$ cat config.mk
export PLATFORM = sky130hd
export DESIGN_NAME = pipe_hazard_ctrl
export DESIGN_NICKNAME = d
export VERILOG_FILES = /design/src/rtl/pipe_hazard_ctrl.sv
export SDC_FILE = /design/constraint.sdc
export NUM_CORES = 1
export LEC_CHECK = 0
export CAP_MARGIN = 30
export CORE_MARGIN = 2
export CORE_UTILIZATION = 44
export CTS_CLUSTER_DIAMETER = 40
export DETAILED_ROUTE_END_ITERATION = 16
export PLACE_DENSITY = 0.85
export SYNTH_ARGS = -nofsm -noshare
export SYNTH_HDL_FRONTEND = slang
export SYNTH_SLANG_ARGS = --single-unit
$ cat constraint.sdc
create_clock -name clk -period 4.38 [get_ports clk]
set_clock_uncertainty 0.05 [all_clocks]
set_input_delay 0.876 -clock clk [delete_from_list [all_inputs] [get_ports clk]]
set_output_delay 0.876 -clock clk [all_outputs]
set_load 0.02 [all_outputs]
$ cat src/rtl/pipe_hazard_ctrl.sv
// pipe_hazard_ctrl: hazard and sequencing controller for the five-stage pipeline.
// It drives the stage stalls and flushes and the operand-forwarding selects.
// It sequences data-memory waits under a watchdog and holds the core halted
// after an ebreak or a memory timeout.
// Optional feature: define PIPE_CTRL_PERF_EN to add the stall/flush
// performance counters (perf_stall_cnt, perf_flush_cnt).
module pipe_hazard_ctrl #(
  parameter int REG_ADDR_W = 5,
  parameter int MAX_WAIT   = 255,
  parameter int WAIT_W     = 8
) (
  input  logic                  clk,
  input  logic                  rst,
  input  logic [REG_ADDR_W-1:0] id_rs1,
  input  logic [REG_ADDR_W-1:0] id_rs2,
  input  logic                  id_rs1_used,
  input  logic                  id_rs2_used,
  input  logic                  ex_reg_wen,
  input  logic [REG_ADDR_W-1:0] ex_reg_waddr,
  input  logic                  ex_is_load,
  input  logic                  mem_reg_wen,
  input  logic [REG_ADDR_W-1:0] mem_reg_waddr,
  input  logic                  mem_is_load,
  input  logic                  wb_reg_wen,
  input  logic [REG_ADDR_W-1:0] wb_reg_waddr,
  input  logic                  ex_redirect,
  input  logic                  mem_req,
  input  logic                  mem_ack,
  input  logic                  wb_ebreak,
  output logic                  pc_stall,
  output logic                  if_id_stall,
  output logic                  id_ex_stall,
  output logic                  ex_mem_stall,
  output logic                  if_id_flush,
  output logic                  id_ex_flush,
  output logic                  mem_wb_flush,
  output logic [1:0]            fwd_rs1,
  output logic [1:0]            fwd_rs2,
  output logic                  halted,
  output logic                  mem_timeout
`ifdef PIPE_CTRL_PERF_EN
  ,
  output logic [31:0]           perf_stall_cnt,
  output logic [31:0]           perf_flush_cnt
`endif
);

  typedef enum logic [1:0] {
    ST_RUN      = 2'd0,
    ST_MEM_WAIT = 2'd1,
    ST_HALT     = 2'd2
  } state_e;

  state_e            r_state;
  state_e            w_next_state;
  logic [WAIT_W-1:0] r_wait_cnt;
  logic [WAIT_W-1:0] w_wait_cnt_next;
  logic [WAIT_W-1:0] w_wait_cnt_inc;
  logic              r_mem_timeout;
  logic              w_mem_timeout_next;
  logic              w_load_use;
  logic              w_mem_stall_start;

  // Forwarding select for one source: the MEM stage beats WB, and x0 or an
  // unused source always reads the register file.
  function automatic logic [1:0] fwd_sel(
    input logic [REG_ADDR_W-1:0] rs,
    input logic                  used,
    input logic                  m_wen,
    input logic [REG_ADDR_W-1:0] m_waddr,
    input logic                  m_load,
    input logic                  w_wen,
    input logic [REG_ADDR_W-1:0] w_waddr
  );
    logic [1:0] sel;
    if (!used || (rs == {REG_ADDR_W{1'b0}})) begin
      sel = 2'd0;
    end else if (m_wen && (m_waddr == rs)) begin
      sel = m_load ? 2'd2 : 2'd1;
    end else if (w_wen && (w_waddr == rs)) begin
      sel = 2'd3;
    end else begin
      sel = 2'd0;
    end
    return sel;
  endfunction

  assign fwd_rs1 = fwd_sel(id_rs1, id_rs1_used, mem_reg_wen, mem_reg_waddr,
                           mem_is_load, wb_reg_wen, wb_reg_waddr);
  assign fwd_rs2 = fwd_sel(id_rs2, id_rs2_used, mem_reg_wen, mem_reg_waddr,
                           mem_is_load, wb_reg_wen, wb_reg_waddr);

  assign w_load_use = ex_is_load && ex_reg_wen &&
                      (ex_reg_waddr != {REG_ADDR_W{1'b0}}) &&
                      ((id_rs1_used && (id_rs1 == ex_reg_waddr)) ||
                       (id_rs2_used && (id_rs2 == ex_reg_waddr)));
  assign w_mem_stall_start = mem_req && !mem_ack;
  assign w_wait_cnt_inc    = r_wait_cnt + 1'b1;
  assign mem_timeout       = r_mem_timeout;

  // State, watchdog counter and sticky timeout flag.
  always_ff @(posedge clk or posedge rst) begin
    if (rst) begin
      r_state       <= ST_RUN;
      r_wait_cnt    <= {WAIT_W{1'b0}};
      r_mem_timeout <= 1'b0;
    end else begin
      r_state       <= w_next_state;
      r_wait_cnt    <= w_wait_cnt_next;
      r_mem_timeout <= w_mem_timeout_next;
    end
  end

  // Next state and stage controls; redirect outranks load-use once no memory wait is pending.
  always_comb begin
    w_next_state       = r_state;
    w_wait_cnt_next    = r_wait_cnt;
    w_mem_timeout_next = r_mem_timeout;
    pc_stall           = 1'b0;
    if_id_stall        = 1'b0;
    id_ex_stall        = 1'b0;
    ex_mem_stall       = 1'b0;
    if_id_flush        = 1'b0;
    id_ex_flush        = 1'b0;
    mem_wb_flush       = 1'b0;
    halted             = 1'b0;
    case (r_state)
      ST_RUN: begin
        w_wait_cnt_next = {WAIT_W{1'b0}};
        if (w_mem_stall_start) begin
          pc_stall     = 1'b1;
          if_id_stall  = 1'b1;
          id_ex_stall  = 1'b1;
          ex_mem_stall = 1'b1;
          mem_wb_flush = 1'b1;
        end else if (ex_redirect) begin
          if_id_flush = 1'b1;
          id_ex_flush = 1'b1;
        end else if (w_load_use) begin
          pc_stall    = 1'b1;
          if_id_stall = 1'b1;
          id_ex_flush = 1'b1;
        end else begin
          pc_stall = 1'b0;
        end
        if (wb_ebreak) begin
          w_next_state = ST_HALT;
        end else if (w_mem_stall_start) begin
          w_next_state = ST_MEM_WAIT;
        end else begin
          w_next_state = ST_RUN;
        end
      end
      ST_MEM_WAIT: begin
        if (mem_ack) begin
          // Release cycle: a redirect held in the frozen EX stage acts now.
          w_next_state    = ST_RUN;
          w_wait_cnt_next = {WAIT_W{1'b0}};
          if (ex_redirect) begin
            if_id_flush = 1'b1;
            id_ex_flush = 1'b1;
          end else if (w_load_use) begin
            pc_stall    = 1'b1;
            if_id_stall = 1'b1;
            id_ex_flush = 1'b1;
          end else begin
            pc_stall = 1'b0;
          end
        end else begin
          pc_stall        = 1'b1;
          if_id_stall     = 1'b1;
          id_ex_stall     = 1'b1;
          ex_mem_stall    = 1'b1;
          mem_wb_flush    = 1'b1;
          w_wait_cnt_next = w_wait_cnt_inc;
          if (w_wait_cnt_inc == WAIT_W'(MAX_WAIT)) begin
            w_next_state       = ST_HALT;
            w_mem_timeout_next = 1'b1;
          end else begin
            w_next_state = ST_MEM_WAIT;
          end
        end
      end
      ST_HALT: begin
        pc_stall     = 1'b1;
        if_id_stall  = 1'b1;
        id_ex_stall  = 1'b1;
        ex_mem_stall = 1'b1;
        mem_wb_flush = 1'b1;
        halted       = 1'b1;
      end
      default: begin
        w_next_state    = ST_RUN;
        w_wait_cnt_next = {WAIT_W{1'b0}};
      end
    endcase
  end

`ifdef PIPE_CTRL_PERF_EN
  // Stall and flush cycle counters; they wrap naturally and freeze while halted.
  always_ff @(posedge clk or posedge rst) begin
    if (rst) begin
      perf_stall_cnt <= 32'd0;
      perf_flush_cnt <= 32'd0;
    end else if (r_state != ST_HALT) begin
      if (pc_stall) begin
        perf_stall_cnt <= perf_stall_cnt + 32'd1;
      end
      if (if_id_flush) begin
        perf_flush_cnt <= perf_flush_cnt + 32'd1;
      end
    end
  end
`endif

endmodule

==> impl_metrics.tcl, run 1 <==
set metrics [dict create \
    worstRegToRegCells 4 \
    netlist_area_mm2 0.00108 \
    cts_tree "built" \
    portBuffers 50 \
    cp_slowest_stage_delay_ps 640 \
    critPathSlowestCell "clkdlybuf4s50_1" \
    nNetsFinal 223 \
    ant_nets 0 \
    outcome "finished, final reports clean" \
    multiInputGateArea_um2 764 \
    wl_per_cell_um 14.8 \
    worst-r2r-setup-slack_ps 2700 \
    synthCells 132 \
    synthFlopType "dfrtp_1" \
    via_count 1154 \
    syn_nets 172 \
    switchingPower_mw 0.0821 \
    clkPwrFrac_pct 27.8 \
    fin_crit_sh_pct 88.0 \
    cts_root_buffer "clkbuf_4" \
    ys_seq_elements 11 \
    syn_to_final_growth_pct 49.5 \
    critical_path_peak_fanout 4 \
    hold_viol 0 \
    switching_share_pct 30.0 \
    dr_wl_met2_um 1550 \
    worstSetupEndpointType "output port" \
    grt_pass1_vias 1135 \
    nFillCells 173 \
    clk_latency_ps 290 \
    finalSetupTns_ps 0 \
    ff_latch_area_um2 275 \
    path_buf_inv 2 \
    clk_pin_slew_ps 70 \
    insertedDiodeCount 0 \
    htreeDepth 1 \
    track_usage_pct 22.1 \
    wl_met1_um 1190 \
    start_kind "input pin" \
    setup_violations 0 \
    pin_count 51 \
    slew_viol_final 0 \
    fin_cells 210 \
    leakage_nw 0.613 \
    comb_power_share_pct 32.0 \
    clockBufferDepth 2 \
    top_layer_used "met4" \
    die-area_mm2 0.00287 \
    numCtsBuffers 3 \
    coreArea_mm2 0.00228 \
    p_seq_share_pct 40.2 \
    required_ps 3450 \
    synthArstFlopShare_pct 100 \
    worst_slack_ps 527 \
    crit_top_cell "clkdlybuf4s50_1" \
    route.met3.wl_um 336 \
    cp-startpoint "id_rs1[0]" \
    route.detailed.drc 0 \
    post_cts.repair.setup_buffers 0 \
    viasPerCell 5.50 \
    dp_hpwl_um 2490 \
    synth_seq_area_share_pct 25.5 \
    maxCapViolations 0 \
    ir_worst_vdd_v 0.000191 \
    rsz0062_at_grt "false" \
    synth-edff-count 0 \
    overflow 0 \
    endpoint "if_id_stall" \
    tightestPinTransition_ps 621 \
    fmax_ghz 0.260 \
    path_depth 7 \
    grt_pass1_wl_um 4670 \
    timing.hold.ws_ps 423 \
    power_density_mw_per_mm2 169 \
    firstDrtPassIters 4 \
    yosysWarnings 0 \
    critPathTopFamily "buffers and inverters" \
    path_cells "clkdlybuf4s50_1, xnor2_1, nand4_1, o22ai_1, o2111ai_1, o21bai_1, clkdlybuf4s50_1" \
    r2r-end "r_state[0]$_DFFE_PP0N_" \
    fin_area_mm2 0.00162 \
    antenna_found_initial 0 \
    relSlewSlack_pct 58.5 \
    hold_path.class "register to register" \
    synth_area_per_cell_um2 8.19 \
    reg2reg_from "r_wait_cnt[0]$_DFFE_PP0N_" \
    critPathArrivalTime_ps 2930 \
    internal-power_mw 0.191 \
    post_cts_resized 0 \
    die_w_um 53.6 \
    wl_um 3110 \
    die_h_um 53.6 \
    dp_slack_ps 525 \
    hold_buffers 0 \
    worstSetupPathType "input pin to output port" \
    dpl.cell_count 206 \
    min_path_cells 1 \
    postPlaceCellArea_mm2 0.00159 \
    drive_above_1_share_pct 3.85 \
    num_rows 17 \
    cts.sinks 11 \
    globalplace.congestion 0.854 \
    min_period_ps 3850 \
    initial_core_util_pct 47.5 \
    yosysUniqueCellTypes 35 \
    dr.first_iter.drc_count 11 \
    grt_max_degree 12 \
]
-- area by class of cell --
type	count	area share, %
multi-input combinational	113	47.3
clock buffer	4	1.63
sequential	11	17.0
timing repair buffer	50	31.0
inverter	4	0.929
tap	28	2.17
-- per-stage QoR --
step / utilization [%] / total power, mW
3_3_place_gp: 69.9 / 0.196
5_1_grt: 71.0 / 0.283
3_5_place_dp: 69.9 / 0.199
6_report: 71.0 / 0.274
4_1_cts: 71.0 / 0.275
2_1_floorplan: - / 0.147
-- cell usage after synthesis, types with 2 or more instances --
cell      instances  share of area (%)
or4_1             3                2.1
nor2_1           12                4.2
nor2b_1           2                1.2
nand2_1          10                3.5
nor4_1            3                1.7
o21ai_0          11                5.1
buf_4             3                2.1
nand2b_1          2                1.2
ha_1              2                2.3
xnor2_1          16                 13
a21oi_1           5                2.3
nand4_1           6                3.5
inv_1             4                1.4
xor2_1           18                 15
dfrtp_1          11                 25
a21o_1            2                1.4
mux2i_1           2                1.9
nand3_1           3                1.4
-- state kept, by name, indices dropped and copies added (netlist names) --
name and cells:
mem_timeout 1, r_state 2, r_wait_cnt 8
-- per-layer routing --
| metal | GRT usage, % | vias to the layer above |
|---|---|---|
| met5 | 0 | - |
| met3 | 4.44 | 3 |
| met1 | 23.1 | 531 |
| li1 | - | 566 |
| met2 | 42.6 | 54 |
| met4 | 8.55 | 0 |
-- worst min-delay path by stage --
stage                     slack [ps]                         to                       from
after floorplan                  440  r_wait_cnt[7]$_DFFE_PP0N_  r_wait_cnt[7]$_DFFE_PP0N_
after global placement           390    mem_timeout$_DFFE_PP0P_    mem_timeout$_DFFE_PP0P_
after detailed placement         400    mem_timeout$_DFFE_PP0P_    mem_timeout$_DFFE_PP0P_
after CTS                        420    mem_timeout$_DFFE_PP0P_    mem_timeout$_DFFE_PP0P_
after global routing             430    mem_timeout$_DFFE_PP0P_    mem_timeout$_DFFE_PP0P_
final                            420    mem_timeout$_DFFE_PP0P_    mem_timeout$_DFFE_PP0P_
-- power by group through the flow --
stage / registers (mW) / clock network, mW / logic (mW)
2_1_floorplan: 0.111 / 0 / 0.0357
3_3_place_gp: 0.112 / 0 / 0.0849
3_5_place_dp: 0.112 / 0 / 0.0872
4_1_cts: 0.110 / 0.0776 / 0.0880
5_1_grt: 0.111 / 0.0762 / 0.0964
6_report: 0.110 / 0.0760 / 0.0875
-- logic make-up after synthesis --
logic type	after synthesis	synth area share [%]
and+or+nand+nor	49	24.2
AOI/OAI and AO/OA	26	14.8
xor gates and xnor gates	34	27.5
adders and majority gates	2	2.31
DFF	11	25.5
muxes	2	1.85
buffers and inverters	8	3.82
-- layout by cell type, fill, tap and decap left out, types with 4 or more instances in the layout --
cell type         n
o21ai_0          11
dfrtp_1          11
inv_1             4
xnor2_1          16
clkdlybuf4s50_1  50
a21oi_1           5
nand2_1          10
nand4_1           6
nor2_1           12
xor2_1           18
Note: power is estimated with default switching activity, not from simulation.
==> inputs of run 2 (changes only) <==
- CORE_UTILIZATION: 44 -> 41
- PLACE_DENSITY: 0.85 -> 0.8
- clock period: 4.38 -> 3.57 ns (I/O delays scaled with it)
==> impl_metrics.tcl, run 2 (synthesis results as in run 1) <==
set metrics [dict create \
    portBuffers 50 \
    clockBufferDepth 2 \
    fin_area_mm2 0.00164 \
    dp_hpwl_um 2470 \
    viasPerCell 5.41 \
    worstSetupEndpointType "output port" \
    hold_path.class "register to register" \
    wl_met1_um 1400 \
    fin_cells 212 \
    pin_count 51 \
    relSlewSlack_pct 56.7 \
    fmax_ghz 0.312 \
    htreeDepth 1 \
    top_layer_used "met4" \
    ant_nets 0 \
    dr.first_iter.drc_count 19 \
    die-area_mm2 0.00306 \
    final_common_cell "clkdlybuf4s50_1" \
    slew_viol_final 0 \
    mostFrequentLayoutCells "clkdlybuf4s50_1 (43), xor2_1 (18), xnor2_1 (16)" \
    syn_to_final_growth_pct 51.4 \
    numCtsBuffers 3 \
    min_period_ps 3210 \
    setup_violations 0 \
    route.met3.wl_um 188 \
    nNetsFinal 223 \
    hold_buffers 0 \
    track_usage_pct 21.1 \
    coreArea_mm2 0.00248 \
    firstDrtPassIters 5 \
    dr_wl_met2_um 1480 \
    globalplace.congestion 0.999 \
    path_cells "clkdlybuf4s50_1, or4_1, o21ai_0, nor2_1, dlymetal6s2s_1" \
    required_ps 2810 \
    cts_tree "built" \
    critical_path_peak_fanout 4 \
    power_density_mw_per_mm2 202 \
    worstSetupPathType "input pin to output port" \
    drive_above_1_share_pct 3.85 \
    critPathSlowestCell "or4_1" \
    cts.sinks 11 \
    grt_pass1_vias 1169 \
    num_rows 18 \
    via_count 1147 \
    outcome "finished, final reports clean" \
    fin_crit_sh_pct 89.9 \
    postPlaceCellArea_mm2 0.00159 \
    hold_viol 0 \
    timing.hold.ws_ps 418 \
    rsz0062_at_grt "false" \
    largest_reg_flops 8 \
    dp_slack_ps 19.2 \
    clk_latency_ps 270 \
    cts_root_buffer "clkbuf_4" \
    critPathArrivalTime_ps 2450 \
    wl_um 3100 \
    die_w_um 55.4 \
    wl_per_cell_um 14.6 \
    ir_worst_vdd_v 0.000211 \
    post_cts.repair.setup_buffers 0 \
    overflow 0 \
    finalSetupTns_ps 0 \
    grt_max_degree 12 \
    largest_register "r_wait_cnt" \
    die_h_um 55.4 \
    dpl.cell_count 208 \
    antenna_found_initial 0 \
    route.detailed.drc 0 \
    worst_slack_ps 360 \
    leakage_nw 0.705 \
    start_kind "input pin" \
    grt_pass1_wl_um 5320 \
    tightestPinTransition_ps 647 \
    insertedDiodeCount 0 \
    clk_pin_slew_ps 70 \
    cp_slowest_stage_delay_ps 570 \
    initial_core_util_pct 43.6 \
    maxCapViolations 0 \
    worst-r2r-setup-slack_ps 1940 \
]
-- run 2: routing by layer --
layer  vias up  GRT usage, %
li1        568             -
met4         0          5.92
met2        45          36.7
met5         -             0
met1       532          27.0
met3         2          3.04
-- run 2: worst paths after layout --
path,start,to,depth (start not counted)
setup / recovery,id_rs1[1],fwd_rs1[1],5
hold / removal,mem_timeout$_DFFE_PP0P_,mem_timeout$_DFFE_PP0P_,1
setup reg to reg,r_wait_cnt[0]$_DFFE_PP0N_,r_state[0]$_DFFE_PP0N_,4
hold reg to reg,mem_timeout$_DFFE_PP0P_,mem_timeout$_DFFE_PP0P_,1
max in group asynchronous,rst,r_wait_cnt[0]$_DFFE_PP0N_,2
min in group asynchronous,rst,r_state[1]$_DFFE_PP0N_,2
-- run 2: cell type report --
class                   count  area, um^2
well taps                  30        37.5
fillers                   215         841
inverters                   4        15.0
multi-input cells         113         764
clock buffers               4        26.3
flip-flops and latches     11         275
repair buffers             50         518
-- run 2: what timing repair did --
action | CTS | global route
setup endpoints to repair | 0 | 7
gates resized for setup | 0 | 7
hold endpoints to repair | 0 | 0
-- run 2: worst max-delay path: cells and delay by family --
family                 cells  cell delay [ps]
AOI/OAI and AO/OA          1              320
buffers and inverters      2              750
and+or+nand+nor            2              670
-- run 2: where the power goes --
group	switching (mW)	internal (mW)	leakage (nW)	total, mW
registers	0.00588	0.129	0.147	0.135
clock network	0.0438	0.0433	0.0150	0.0871
logic	0.0462	0.0623	0.544	0.108
total	0.0959	0.235	0.705	0.330
-- run 2: per-stage QoR --
stage | power (mW) | util [%]
after floorplan | 0.180 | -
after global placement | 0.243 | 64.3
after detailed placement | 0.245 | 64.3
after CTS | 0.333 | 65.4
after global routing | 0.348 | 66.1
final | 0.330 | 66.1
==> inputs of run 3 (changes only) <==
- PLACE_DENSITY: 0.8 -> 0.87
==> impl_metrics.tcl, run 3 (synthesis results as in run 1) <==
set metrics [dict create \
    htreeDepth 1 \
    firstDrtPassIters 4 \
    outcome "finished, final reports clean" \
    num_rows 18 \
    grt_pass1_wl_um 5400 \
    syn_to_final_growth_pct 51.4 \
    cts_tree "built" \
    antenna_found_initial 0 \
    wl_um 3200 \
    tightestPinTransition_ps 626 \
    portBuffers 50 \
    coreArea_mm2 0.00248 \
    nFillCells 216 \
    die-area_mm2 0.00306 \
    postPlaceCellArea_mm2 0.00159 \
    required_ps 2810 \
    fin_crit_sh_pct 97.4 \
    leakage_nw 0.696 \
    r2r-end "r_state[0]$_DFFE_PP0N_" \
    path_cells "clkdlybuf4s50_1, xor2_1, nor4_2, nand4_1, a21oi_1, clkdlybuf4s50_1" \
    clk_latency_ps 280 \
    grt_pass1_vias 1219 \
    path_buf_inv 2 \
    dp_hpwl_um 2500 \
    cts.sinks 11 \
    worstRegToRegCells 4 \
    fin_cells 212 \
    die_w_um 55.4 \
    critPathTopFamily "buffers and inverters" \
    endpoint "fwd_rs2[1]" \
    finalSetupTns_ps 0 \
    cp_slowest_stage_delay_ps 610 \
    worstSetupPathType "input pin to output port" \
    post_cts.repair.setup_buffers 0 \
    drive_above_1_share_pct 3.85 \
    initial_core_util_pct 43.6 \
    critPathArrivalTime_ps 2710 \
    cp-startpoint "id_rs2[0]" \
    post_cts_resized 0 \
    critical_path_peak_fanout 4 \
    worst-r2r-setup-slack_ps 1950 \
    viasPerCell 5.48 \
    pin_count 51 \
    hold_path.class "register to register" \
    path_depth 6 \
    largest_reg_flops 8 \
    critPathSlowestCell "clkdlybuf4s50_1" \
    largest_register "r_wait_cnt" \
    dpl.cell_count 208 \
    dr.first_iter.drc_count 31 \
    via_count 1162 \
    hold_viol 0 \
    final_common_cell "clkdlybuf4s50_1" \
    clk_pin_slew_ps 70 \
    relSlewSlack_pct 58.2 \
    fmax_ghz 0.288 \
    start_kind "input pin" \
    rsz0062_at_grt "false" \
    wl_per_cell_um 15.1 \
    worstSetupEndpointType "output port" \
    overflow 0 \
    nNetsFinal 223 \
    ant_nets 0 \
    die_h_um 55.4 \
    min_period_ps 3480 \
    track_usage_pct 21.5 \
    reg2reg_from "r_wait_cnt[0]$_DFFE_PP0N_" \
    slew_viol_final 0 \
    route.detailed.drc 0 \
    ir_worst_vdd_v 0.000220 \
    numCtsBuffers 3 \
    crit_top_cell "clkdlybuf4s50_1" \
    hold_buffers 0 \
    setup_violations 0 \
    cts_root_buffer "clkbuf_4" \
    maxCapViolations 0 \
    mostFrequentLayoutCells "clkdlybuf4s50_1 (43), xor2_1 (18), xnor2_1 (16)" \
    globalplace.congestion 0.993 \
    insertedDiodeCount 0 \
    power_density_mw_per_mm2 203 \
    clockBufferDepth 2 \
    fin_area_mm2 0.00164 \
    grt_max_degree 12 \
]
## run 3: cell counts in the layout (fill, tap and decap cells not counted)
No cell type changed its count.
## run 3: worst reg2reg max path: cells and delay by family, from the launching register on
family                     cells  cell delay [ps]
AOI/OAI and AO/OA              2              330
adders and majority gates      1              280
DFF                            1              440
and+or+nand+nor                1              410
## run 3: final cells by class
type	count	area, um^2	area share [%]
Clock buffer	4	26.3	1.61
Tap cell	30	37.5	2.29
Inverter	4	15.0	0.917
Multi-Input combinational cell	113	764	46.7
Timing Repair Buffer	50	518	31.7
Sequential cell	11	275	16.8
## run 3: worst min path at each step
stage                                    from                         to  slack, ps  cells past startpoint
floorplan           r_wait_cnt[7]$_DFFE_PP0N_  r_wait_cnt[7]$_DFFE_PP0N_        440                      2
global placement      mem_timeout$_DFFE_PP0P_    mem_timeout$_DFFE_PP0P_        390                      1
detailed placement    mem_timeout$_DFFE_PP0P_    mem_timeout$_DFFE_PP0P_        400                      1
CTS                   mem_timeout$_DFFE_PP0P_    mem_timeout$_DFFE_PP0P_        420                      1
global route          mem_timeout$_DFFE_PP0P_    mem_timeout$_DFFE_PP0P_        440                      1
finish                mem_timeout$_DFFE_PP0P_    mem_timeout$_DFFE_PP0P_        410                      1
## run 3: where the power goes
part | leakage (nW) | internal, mW | switching (mW)
Clock | 0.0150 | 0.0434 | 0.0439
Combinational | 0.534 | 0.0623 | 0.0472
Sequential | 0.147 | 0.129 | 0.00602
## run 3: routing by layer
layer / part of all wire [%] / GRT usage [%] / routed length [um] / up-vias
met2: 52 / 37.8 / 1680 / 47
met1: 41 / 25.8 / 1300 / 541
li1: - / - / - / 569
met4: 1.5 / 9.76 / 47 / 0
met3: 5.6 / 2.81 / 178 / 5
met5: 0 / 0 / 0 / -
## run 3: per-stage QoR
stage / hold slack (ps) / power, mW / utilization [%] / setup WS (ps)
2_1_floorplan: 441 / 0.180 / - / 897
3_3_place_gp: 394 / 0.243 / 64.3 / 35.9
3_5_place_dp: 398 / 0.245 / 64.3 / 21.4
4_1_cts: 420 / 0.335 / 65.4 / 11.5
5_1_grt: 437 / 0.349 / 66.1 / 3.58
6_report: 415 / 0.332 / 66.1 / 94.3
